==> src/rtl/ds_pkt_gen.sv <==
// Packet traffic source for the NAP tx data stream.
// Define DS_PKT_GEN_THROTTLE_EN for LFSR-driven beat throttling.
module ds_pkt_gen #(
  parameter int DATA_WIDTH = 256,
  parameter int ADDR_WIDTH = 4
) (
  input  logic                  i_clk,
  input  logic                  i_reset,
  input  logic                  i_start,
  input  logic                  i_stop,
  input  logic [15:0]           i_num_pkts,
  input  logic [7:0]            i_pkt_len,
  input  logic [ADDR_WIDTH-1:0] i_dest,
  output logic                  o_valid,
  output logic                  o_sop,
  output logic                  o_eop,
  output logic [DATA_WIDTH-1:0] o_data,
  output logic [ADDR_WIDTH-1:0] o_addr,
  input  logic                  i_ready,
  output logic                  o_busy,
  output logic                  o_done,
  output logic [31:0]           o_pkt_count
);

  localparam int LANES = DATA_WIDTH / 32;

  typedef enum logic [1:0] {
    IDLE,
    SEND,
    DONE
  } state_t;

  state_t                r_state;
  logic                  r_valid;
  logic                  r_sop;
  logic                  r_eop;
  logic [DATA_WIDTH-1:0] r_data;
  logic [ADDR_WIDTH-1:0] r_addr;
  logic                  r_busy;
  logic                  r_done;
  logic [31:0]           r_pkt_count;
  logic [31:0]           r_beat_ctr;
  logic [7:0]            r_beat_idx;
  logic [7:0]            r_len;
  logic [15:0]           r_num_pkts;
  logic                  r_stop_pend;

  logic [7:0]            w_len_in;
  logic                  w_accept;
  logic [31:0]           w_ctr_n;
  logic [7:0]            w_idx_n;
  logic                  w_stop;
  logic                  w_last;
  logic                  w_go;

  function automatic logic [DATA_WIDTH-1:0] f_pat(
    input logic [31:0] base
  );
    logic [DATA_WIDTH-1:0] d;
    d = '0;
    for (int k = 0; k < LANES; k++) begin
      d[k*32 +: 32] = base + 32'(k);
    end
    return d;
  endfunction

  assign w_len_in = (i_pkt_len == 8'd0) ? 8'd1 : i_pkt_len;
  assign w_accept = r_valid & i_ready;
  assign w_ctr_n  = r_beat_ctr + 32'd1;
  assign w_idx_n  = r_eop ? 8'd0 : r_beat_idx + 8'd1;
  assign w_stop   = r_stop_pend | i_stop;
  assign w_last   = (r_num_pkts != 16'd0) &&
                    (r_pkt_count + 32'd1 == {16'd0, r_num_pkts});

`ifdef DS_PKT_GEN_THROTTLE_EN
  logic [15:0] r_lfsr;
  logic        w_fb;

  assign w_fb = r_lfsr[15] ^ r_lfsr[13] ^ r_lfsr[12] ^ r_lfsr[10];
  assign w_go = ~r_lfsr[0];

  always_ff @(posedge i_clk or posedge i_reset) begin
    if (i_reset) begin
      r_lfsr <= 16'hACE1;
    end else if (i_start && r_state != SEND) begin
      r_lfsr <= 16'hACE1;
    end else begin
      r_lfsr <= {r_lfsr[14:0], w_fb};
    end
  end
`else
  assign w_go = 1'b1;
`endif

  always_ff @(posedge i_clk or posedge i_reset) begin
    if (i_reset) begin
      r_state     <= IDLE;
      r_valid     <= 1'b0;
      r_sop       <= 1'b0;
      r_eop       <= 1'b0;
      r_data      <= '0;
      r_addr      <= '0;
      r_busy      <= 1'b0;
      r_done      <= 1'b0;
      r_pkt_count <= 32'd0;
      r_beat_ctr  <= 32'd0;
      r_beat_idx  <= 8'd0;
      r_len       <= 8'd1;
      r_num_pkts  <= 16'd0;
      r_stop_pend <= 1'b0;
    end else begin
      unique case (r_state)
        IDLE, DONE: begin
          if (i_start) begin
            r_state     <= SEND;
            r_num_pkts  <= i_num_pkts;
            r_len       <= w_len_in;
            r_addr      <= i_dest;
            r_pkt_count <= 32'd0;
            r_beat_idx  <= 8'd0;
            r_stop_pend <= 1'b0;
            r_done      <= 1'b0;
            r_busy      <= 1'b1;
            r_valid     <= w_go;
            r_sop       <= 1'b1;
            r_eop       <= (w_len_in == 8'd1);
            r_data      <= f_pat(r_beat_ctr);
          end
        end
        SEND: begin
          if (i_stop) r_stop_pend <= 1'b1;
          if (w_accept) begin
            r_beat_ctr <= w_ctr_n;
            if (r_eop) r_pkt_count <= r_pkt_count + 32'd1;
            if (r_eop && (w_last || w_stop)) begin
              r_state <= DONE;
              r_valid <= 1'b0;
              r_sop   <= 1'b0;
              r_eop   <= 1'b0;
              r_busy  <= 1'b0;
              r_done  <= 1'b1;
            end else begin
              // next beat is staged even while throttled
              r_valid    <= w_go;
              r_beat_idx <= w_idx_n;
              r_sop      <= (w_idx_n == 8'd0);
              r_eop      <= (w_idx_n == r_len - 8'd1);
              r_data     <= f_pat(w_ctr_n);
            end
          end else if (!r_valid) begin
            if (r_beat_idx == 8'd0 && w_stop) begin
              r_state <= DONE;
              r_sop   <= 1'b0;
              r_eop   <= 1'b0;
              r_busy  <= 1'b0;
              r_done  <= 1'b1;
            end else if (w_go) begin
              r_valid <= 1'b1;
            end
          end
        end
        default: r_state <= IDLE;
      endcase
    end
  end

  assign o_valid     = r_valid;
  assign o_sop       = r_sop;
  assign o_eop       = r_eop;
  assign o_data      = r_data;
  assign o_addr      = r_addr;
  assign o_busy      = r_busy;
  assign o_done      = r_done;
  assign o_pkt_count = r_pkt_count;

endmodule

==> config.mk <==
export PLATFORM = sky130hd
export DESIGN_NAME = ds_pkt_gen
export DESIGN_NICKNAME = d
export VERILOG_FILES = /design/src/rtl/ds_pkt_gen.sv
export SDC_FILE = /design/constraint.sdc
export NUM_CORES = 1
export LEC_CHECK = 0
export CORE_MARGIN = 2
export CORE_UTILIZATION = 25
export CTS_CLUSTER_SIZE = 20
export DETAILED_ROUTE_END_ITERATION = 10
export PLACE_DENSITY = 0.53
export SYNTH_ARGS = -nofsm -noshare
export SYNTH_HDL_FRONTEND = slang
export SYNTH_SLANG_ARGS = --single-unit
==> constraint.sdc <==
create_clock -name i_clk -period 15.1 [get_ports i_clk]
set_clock_uncertainty 0.05 [all_clocks]
set_input_delay 3.775 -clock i_clk [delete_from_list [all_inputs] [get_ports i_clk]]
set_output_delay 3.775 -clock i_clk [all_outputs]
set_load 0.005 [all_outputs]
Yosys cells after proc, flatten, opt, wreduce, memory -nomap -nowiden
Cells that the tools add are included.

storage, ports and cells
  output and inout bits = 297
  bits in registers = 364
  word-level logic and storage cells = 112
  input port bits = 33

cells by class
  bitwise operators = 2
  eq/ne operators = 13
  reduce and logical (&&, ||, !) cells = 20
  add/sub/neg operators = 17
  muxes and demuxes = 46

operators with widths
  cell                   number
  $mux 256               3
  $pmux 256 s2           1
  $add 32x3->32 const B  8
  $add 32x2->32 const B  4
  $add 32x1->32 const B  3
  $mux 32                3
  $pmux 32 s2            1
  $mux 8                 5
  $eq 32x16->1           1
  $logic_not 8->1        3
  $mux 1                 20
  $pmux 8 s2             1
  $reduce_and 4->1       4
  $reduce_bool 16->1     1
  $pmux 1 s2             6
  $mux 2                 5
  $ne 2x2->1 const B     5
  $ne 3x3->1 const B     3
  $add 8x1->8 const B    1
  $eq 8x1->1 const B     1
  $eq 8x8->1             1
  $sub 8x1->8 const B    1
  $reduce_and 2->1       3
  $reduce_and 5->1       1
  11 further kinds       13

Longest topological paths before layout
Gate-level depths: netlist (run 1).

  depth in word-level cells = 8
  mapped depth = 14

Worst setup path before layout (run 1)
OpenSTA, ideal clock, no wires.

  kind = input port to flip-flop
  start point = input i_ready
  end point = register r_data[159] (netlist: o_data[159])
  stages = 8
  path buffers = 3
  data required time = 14.925 ns
  setup time = 0.125 ns
  path slack = 9.508 ns
  arrival time = 5.417 ns
  cell sequence = nand2_1 nor2_1 o21ai_0 o21ai_1 clkbuf_1 buf_2 buf_2 mux2_2

between the ends
  word-level cells in the longest chain between the ends = 3

ends and longest elaborated chain
  item                        line  RTL
  start, declared             19    input logic i_ready,
  $and 1x1->1                 68    assign w_accept = r_valid & i_ready;
  $ne 2x2->1 (no line)        --
  $reduce_and 4->1 (no line)  --
  end signal, assigned        127   r_data <= f_pat(r_beat_ctr);
  end signal, assigned        148   r_data <= f_pat(w_ctr_n);
  end, declared               37    logic [DATA_WIDTH-1:0] r_data;

Every way passes these cells.
A chain may end at the register's enable or synchronous reset.

Worst setup path in the final report (run 1)
  start point = input i_ready
  end point = register r_data[120] (netlist: o_data[120])

Same word-level chain as after synthesis.

==> metrics.md, run 1 <==
| Metric | Value |
|---|---|
| CTS root buffer | clkbuf_16 |
| First-pass GRT wire length | 110 mm |
| Site Rows | 106 |
| Min-delay src | o_addr[0] |
| Avg Vias per Cell | 5.01 |
| Status | finished, final reports clean |
| Worst-Skew Late Latency | 600 ps |
| Hpwl dp | 53.9 mm |
| Final wirelength | 73.1 mm |
| Number of flops mapped to enable cells by yosys | 0 |
| Worst-path clk slew | 60 ps |
| Post-Syn Area | 21000 sq um |
| Hold buffers post-CTS | 0 |
| Syn nets | 2169 |
| CTS Buffer Depth | 3 |
| Type of destination of the critical path | flop |
| Initial antenna violation count | 1 |
| Synthesis Warnings | 0 |
| Number of global-route vias before repair | 17300 |
| Int Pwr | 2.27 mW |
| Drt first pass iters | 8 |
| Post-layout nets | 2414 |
| Class of the worst hold path | flop to flop |
| Total CTS buffers | 45 |
| Critical path arrival | 7320 ps |
| Initial Util | 0.252 |
| Fin. max-slew vios | 0 |
| Max Clock Freq | 145 MHz |
| Netlist cell types | 79 |
| Pwr Total | 3.51 mW |
| Core Area | 83400 sq um |
| Worst slew pin tran | 1260 ps |
| N_diodes | 0 |
| Clock sink count | 355 |
| Final Hold Viols | 0 |
| NetSw | 1.24 mW |
| CTS tree | done |
| Top_reg_cell synth | dfrtp_1 |
| Endpoints failing setup | 0 |
| Async S/R FF share, synth | 1.00 |
| Slew Limit Headroom | 0.150 |
| CP Data Required Time | 15530 ps |
| Wire per inst | 21.0 um |
| Die ar. | 86300 sq um |
| Setup bufs post-CTS | 0 |
| Number of gates resized after CTS | 0 |
| Combinational power share | 0.336 |
| Cell Pwr Density | 131 nW/um^2 |
| Port bufs | 329 |
| Switching Share | 0.353 |
| Worst reg2reg path startpoint | o_pkt_count[0] |
| Area grow syn2layout | 27.9% |
| Worst setup path class | input pin to flop |
| Unrepaired setup endpoints after global routing | no |
| Worst setup SP type | input pin |
| TNS Setup | 0 ps |
| CP max FO | 168 |
| Sequential share of the synthesized area | 0.423 |
| Lkg Pwr | 10.7 nW |
| Io pins | 330 |
| Reg power frac | 0.341 |
| 1st-iter DRT viols | 1202 |
| Final worst path period share | 0.456 |
| DR vias | 17400 |
| Post-Synthesis Cells | 2121 |
| Clock share of power | 0.323 |
| Die H | 294 um |
| DRC viols | 0 |
| Worst vdd ir | 0.000123 V |
| Ratio of cells with drive above 1 in the final layout | 0.150 |
| Syn_area_per_cell | 9.90 sq um |
| Critical Path Source | i_ready |
| Largest net degree at the start of global routing | 169 |
| Period minus WS final | 6890 ps |
| Grt total ovfl | 0 |
| GRT Overall Usage | 0.166 |
| Yosys reg bits | 355 |
| Number of max-cap violations | 0 |
| H-Tree Depth | 2 |
| Die X | 294 um |
| Placer Congestion | 0.869 |
| Post-route ant nets | 0 |
-- critical path, stage by stage --
cell	delay, ps
clkdlybuf4s50_1	540
nand2_1	140
nor2_1	140
o21ai_0	210
o21ai_4	210
buf_12	670
buf_4	990
mux2_2	420
-- Yosys cell counts, types with 17 or more instances --
master	n	share of area
mux2_2	205	0.11
nand2_1	176	0.031
buf_1	17	0.0030
nor3_1	70	0.017
xor2_1	113	0.047
xnor2_1	209	0.087
o21ai_0	80	0.019
nand4_1	64	0.019
nor2_1	117	0.021
mux2i_1	34	0.016
dfrtp_1	354	0.42
or4_1	24	0.0086
clkbuf_1	124	0.022
and2_1	18	0.0054
a21oi_1	30	0.0072
inv_1	53	0.0095
nor4_1	64	0.019
nand3_1	67	0.016
or3_1	23	0.0069
-- final timing paths --
check	end	slack [ps]	cells past startpoint
max	o_data[120]	8210	8
min	o_addr[0]	440	2
max reg2reg	o_data[93]	9290	11
min reg2reg	o_addr[0]	440	2
max in group asynchronous	o_data[206]	9500	3
min in group asynchronous	o_data[52]	3850	2
-- kinds of logic after synthesis --
kind of cell / share of synthesized area
AOI/OAI and AO/OA: 0.0671
buffers and inverters: 0.0442
adders and majority gates: 0.00894
DFF: 0.423
muxes: 0.135
and+or+nand+nor: 0.186
xor gates and xnor gates: 0.135
-- cell type report --
| cell class | count | area [sq um] |
|---|---|---|
| clock inverter | 19 | 280 |
| clock buffer | 60 | 1280 |
| fill | 8544 | 56600 |
| inverter | 54 | 210 |
| multi-input combinational | 1543 | 11200 |
| tap | 1080 | 1350 |
| sequential | 355 | 8880 |
| timing repair buffer | 367 | 3600 |
-- flip-flops by register name (all words and copies together) (netlist names), 2 cells and up --
register / cells
o_pkt_count: 32
o_addr: 4
r_state: 2
r_beat_ctr: 32
r_num_pkts: 16
o_data: 247
r_beat_idx: 8
r_len: 8
-- metal layers --
layer | track usage | part of all wire | vias to the layer above
li1 | - | - | 7982
met1 | 0.216 | 0.43 | 8710
met2 | 0.282 | 0.49 | 625
met3 | 0.0295 | 0.060 | 94
met4 | 0.0428 | 0.023 | 0
met5 | 0 | 0 | -
-- power groups by stage --
stage,registers [mW],clock network [mW],logic (mW)
finish,1.20,1.14,1.18
global route,1.22,1.20,1.29
CTS,1.20,1.17,1.20
detailed placement,1.21,0,1.19
global placement,1.21,0,1.18
floorplan,1.15,0,0.793
-- through the flow --
step | instance area [sq um] | hold WS [ps] | cells | utilization | worst slack, ps
3_3_place_gp | 25300 | 414 | 3399 | 0.303 | 7640
2_1_floorplan | 21000 | 416 | 2121 | - | 1430
3_5_place_dp | 25300 | 418 | 3399 | 0.303 | 7630
4_1_cts | 26800 | 441 | 3478 | 0.322 | 8210
6_report | 26800 | 437 | 3478 | 0.322 | 8210
5_1_grt | 26800 | 458 | 3478 | 0.322 | 7980
-- layout by cell type (no fill, tap or decap), drive strengths merged, types with 5 or more instances in the layout --
master         count
a31oi             15
buf               38
nor2b             12
xor2             113
or3               23
clkdlybuf4s50    329
or4               25
dfrtp            354
o41ai             10
nand3             67
a22oi             11
xnor2            210
nor4b              7
and4              12
nor3              70
o31a               6
nand4b             6
inv               54
clkinv            12
bufinv             5
nand2b            10
and2              19
mux2             220
nor4              72
clkbuf            60
o21ai             81
a21oi             30
or2                8
a211oi             6
nand4             66
nand3b             7
nand2            176
ha                15
mux2i             34
nor3b             12
o31ai             15
and3              14
nor2             117
Power figures use the tool's default switching activity.
==> run 2: changes to the inputs <==
clock period = 6.9 ns   (was 15.1 ns; I/O delays follow)
==> run 2 against run 1 <==
Effect of this change: first-iteration DRC count grew 9.7%; critical path depth rose by 2; utilization shrank 0.083 points; global-route usage is 0.53 points higher; total power increased by 120%; combinational power rose by 120%; sequential share of layout area is 0.085 points higher; via count down 0.87%; largest power group unchanged; highest routed layer unchanged.
==> metrics.md, run 2 (synthesis results as in run 1) <==
| Metric | Value |
|---|---|
| Met1 WL | 31.6 mm |
| Worst-path clk slew | 60 ps |
| Area grow syn2layout | 27.5% |
| Max Used Layer | met4 |
| GRT Overall Usage | 0.171 |
| Final wirelength | 75.0 mm |
| CP Data Required Time | 7360 ps |
| Fillers | 8467 |
| Worst setup SP type | flop |
| Hpwl dp | 55.5 mm |
| Fin. max-slew vios | 0 |
| Cell Pwr Density | 282 nW/um^2 |
| Type of destination of the critical path | flop |
| Post-layout nets | 2414 |
| CP max FO | 19 |
| Wire per inst | 21.6 um |
| Final Hold Viols | 0 |
| Worst setup path class | flop to flop |
| N_diodes | 0 |
| Ratio of cells with drive above 1 in the final layout | 0.148 |
| Status | finished, final reports clean |
| Largest net degree at the start of global routing | 177 |
| Total CTS buffers | 45 |
| CTS root buffer | clkbuf_16 |
| Initial Util | 0.252 |
| Initial antenna violation count | 0 |
| Max reg flops | 247 |
| CTS tree | done |
| Worst slew pin tran | 1270 ps |
| Final worst path period share | 0.812 |
| Die X | 294 um |
| Clock sink count | 355 |
| Hold buffers post-CTS | 0 |
| DR vias | 17300 |
| Port bufs | 329 |
| Avg Vias per Cell | 4.96 |
| First-pass GRT wire length | 113 mm |
| Setup ws final | 1300 ps |
| 1st-iter DRT viols | 1318 |
| Core Area | 83400 sq um |
| Worst-Skew Late Latency | 630 ps |
| Lkg Pwr | 10.6 nW |
| Commonest cells after routing, fill and taps aside | dfrtp_1 (354), clkdlybuf4s50_1 (329), xnor2_1 (206), mux2_2 (205), nand2_1 (176) |
| Post-route ant nets | 0 |
| Site Rows | 106 |
| TNS Setup | 0 ps |
| Drt first pass iters | 5 |
| Endpoints failing setup | 0 |
| Max Clock Freq | 178 MHz |
| CTS Buffer Depth | 3 |
| Slew Limit Headroom | 0.150 |
| Place WS | 1070 ps |
| Critical path arrival | 6060 ps |
| Die ar. | 86300 sq um |
| Setup bufs post-CTS | 0 |
| H-Tree Depth | 2 |
| Commonest non-fill, non-tap cell in the layout | dfrtp_1 |
| Unrepaired setup endpoints after global routing | no |
| Worst vdd ir | 0.000303 V |
| Number of gates resized after CTS | 0 |
| Met2 wire len | 37.1 mm |
| Period minus WS final | 5600 ps |
| DRC viols | 0 |
| Class of the worst hold path | flop to flop |
| Number of max-cap violations | 0 |
| Met3 wire length | 5.04 mm |
| Number of global-route vias before repair | 17400 |
| Die H | 294 um |
| Grt total ovfl | 0 |
| Io pins | 330 |
| Placer Congestion | 0.856 |
run 2: changes by cell type in the layout (fill, tap and decap cells not counted), moves of 2 or more:
cell / previous run / this run
clkbuf_1: 5 / 12
nor3_2: 0 / 2
clkinv_2: 8 / 4
clkbuf_4: 0 / 2
buf_4: 36 / 33
bufinv_16: 5 / 1
nor3_1: 70 / 68
clkbuf_8: 10 / 12
run 2: worst paths after layout:
check	startpoint	to	slack, ps	depth (start not counted)
min in group asynchronous	i_reset	o_data[60]	1460	2
setup reg to reg	r_beat_ctr[1]	o_data[253]	1300	10
hold reg to reg	o_addr[0]	o_addr[0]	430	2
setup / recovery	r_beat_ctr[1]	o_data[253]	1300	10
max in group asynchronous	i_reset	o_eop	3850	3
hold / removal	o_addr[0]	o_addr[0]	430	2
run 2: worst max-delay path: stages, from the launching register on:
cell,delay (ps)
dfrtp_1,610
ha_1,690
nand3b_1,170
xnor2_1,780
clkinv_1,720
ha_1,580
a21boi_1,310
nor4_1,970
nand4_1,220
xnor2_1,170
mux2_2,260
run 2: report_power, final:
group	total [mW]	leakage, nW	internal [mW]	switching (mW)
sequential	2.61	4.74	2.32	0.286
clock	2.37	0.722	1.38	0.991
combinational	2.57	5.17	1.11	1.46
total	7.56	10.6	4.82	2.74
run 2: final cells by class:
class                      count  area [sq um]  share of cell area
clock buffer                  69          1340              0.0499
multi-input combinational   1543         11200               0.420
timing repair buffer         367          3600               0.135
sequential                   355          8880               0.332
clock inverter                11           154             0.00575
tap                         1080          1350              0.0505
inverter                      54           206             0.00771
run 2: stage by stage:
| step | total power [mW] | hold slack [ps] | cells | cell area (sq um) | utilization |
|---|---|---|---|---|---|
| after detailed placement | 5.23 | 427 | 3396 | 25300 | 0.303 |
| final | 7.56 | 434 | 3479 | 26800 | 0.321 |
| after floorplan | 4.25 | 416 | 2121 | 21000 | - |
| after CTS | 7.67 | 441 | 3476 | 26700 | 0.321 |
| after global routing | 7.99 | 455 | 3479 | 26800 | 0.321 |
| after global placement | 5.20 | 413 | 3396 | 25200 | 0.303 |
run 2: metal layers:
layer  up-vias  GRT usage
li1       7975          -
met5         -          0
met1      8662      0.216
met3        79     0.0390
met2       543      0.296
met4         0     0.0376
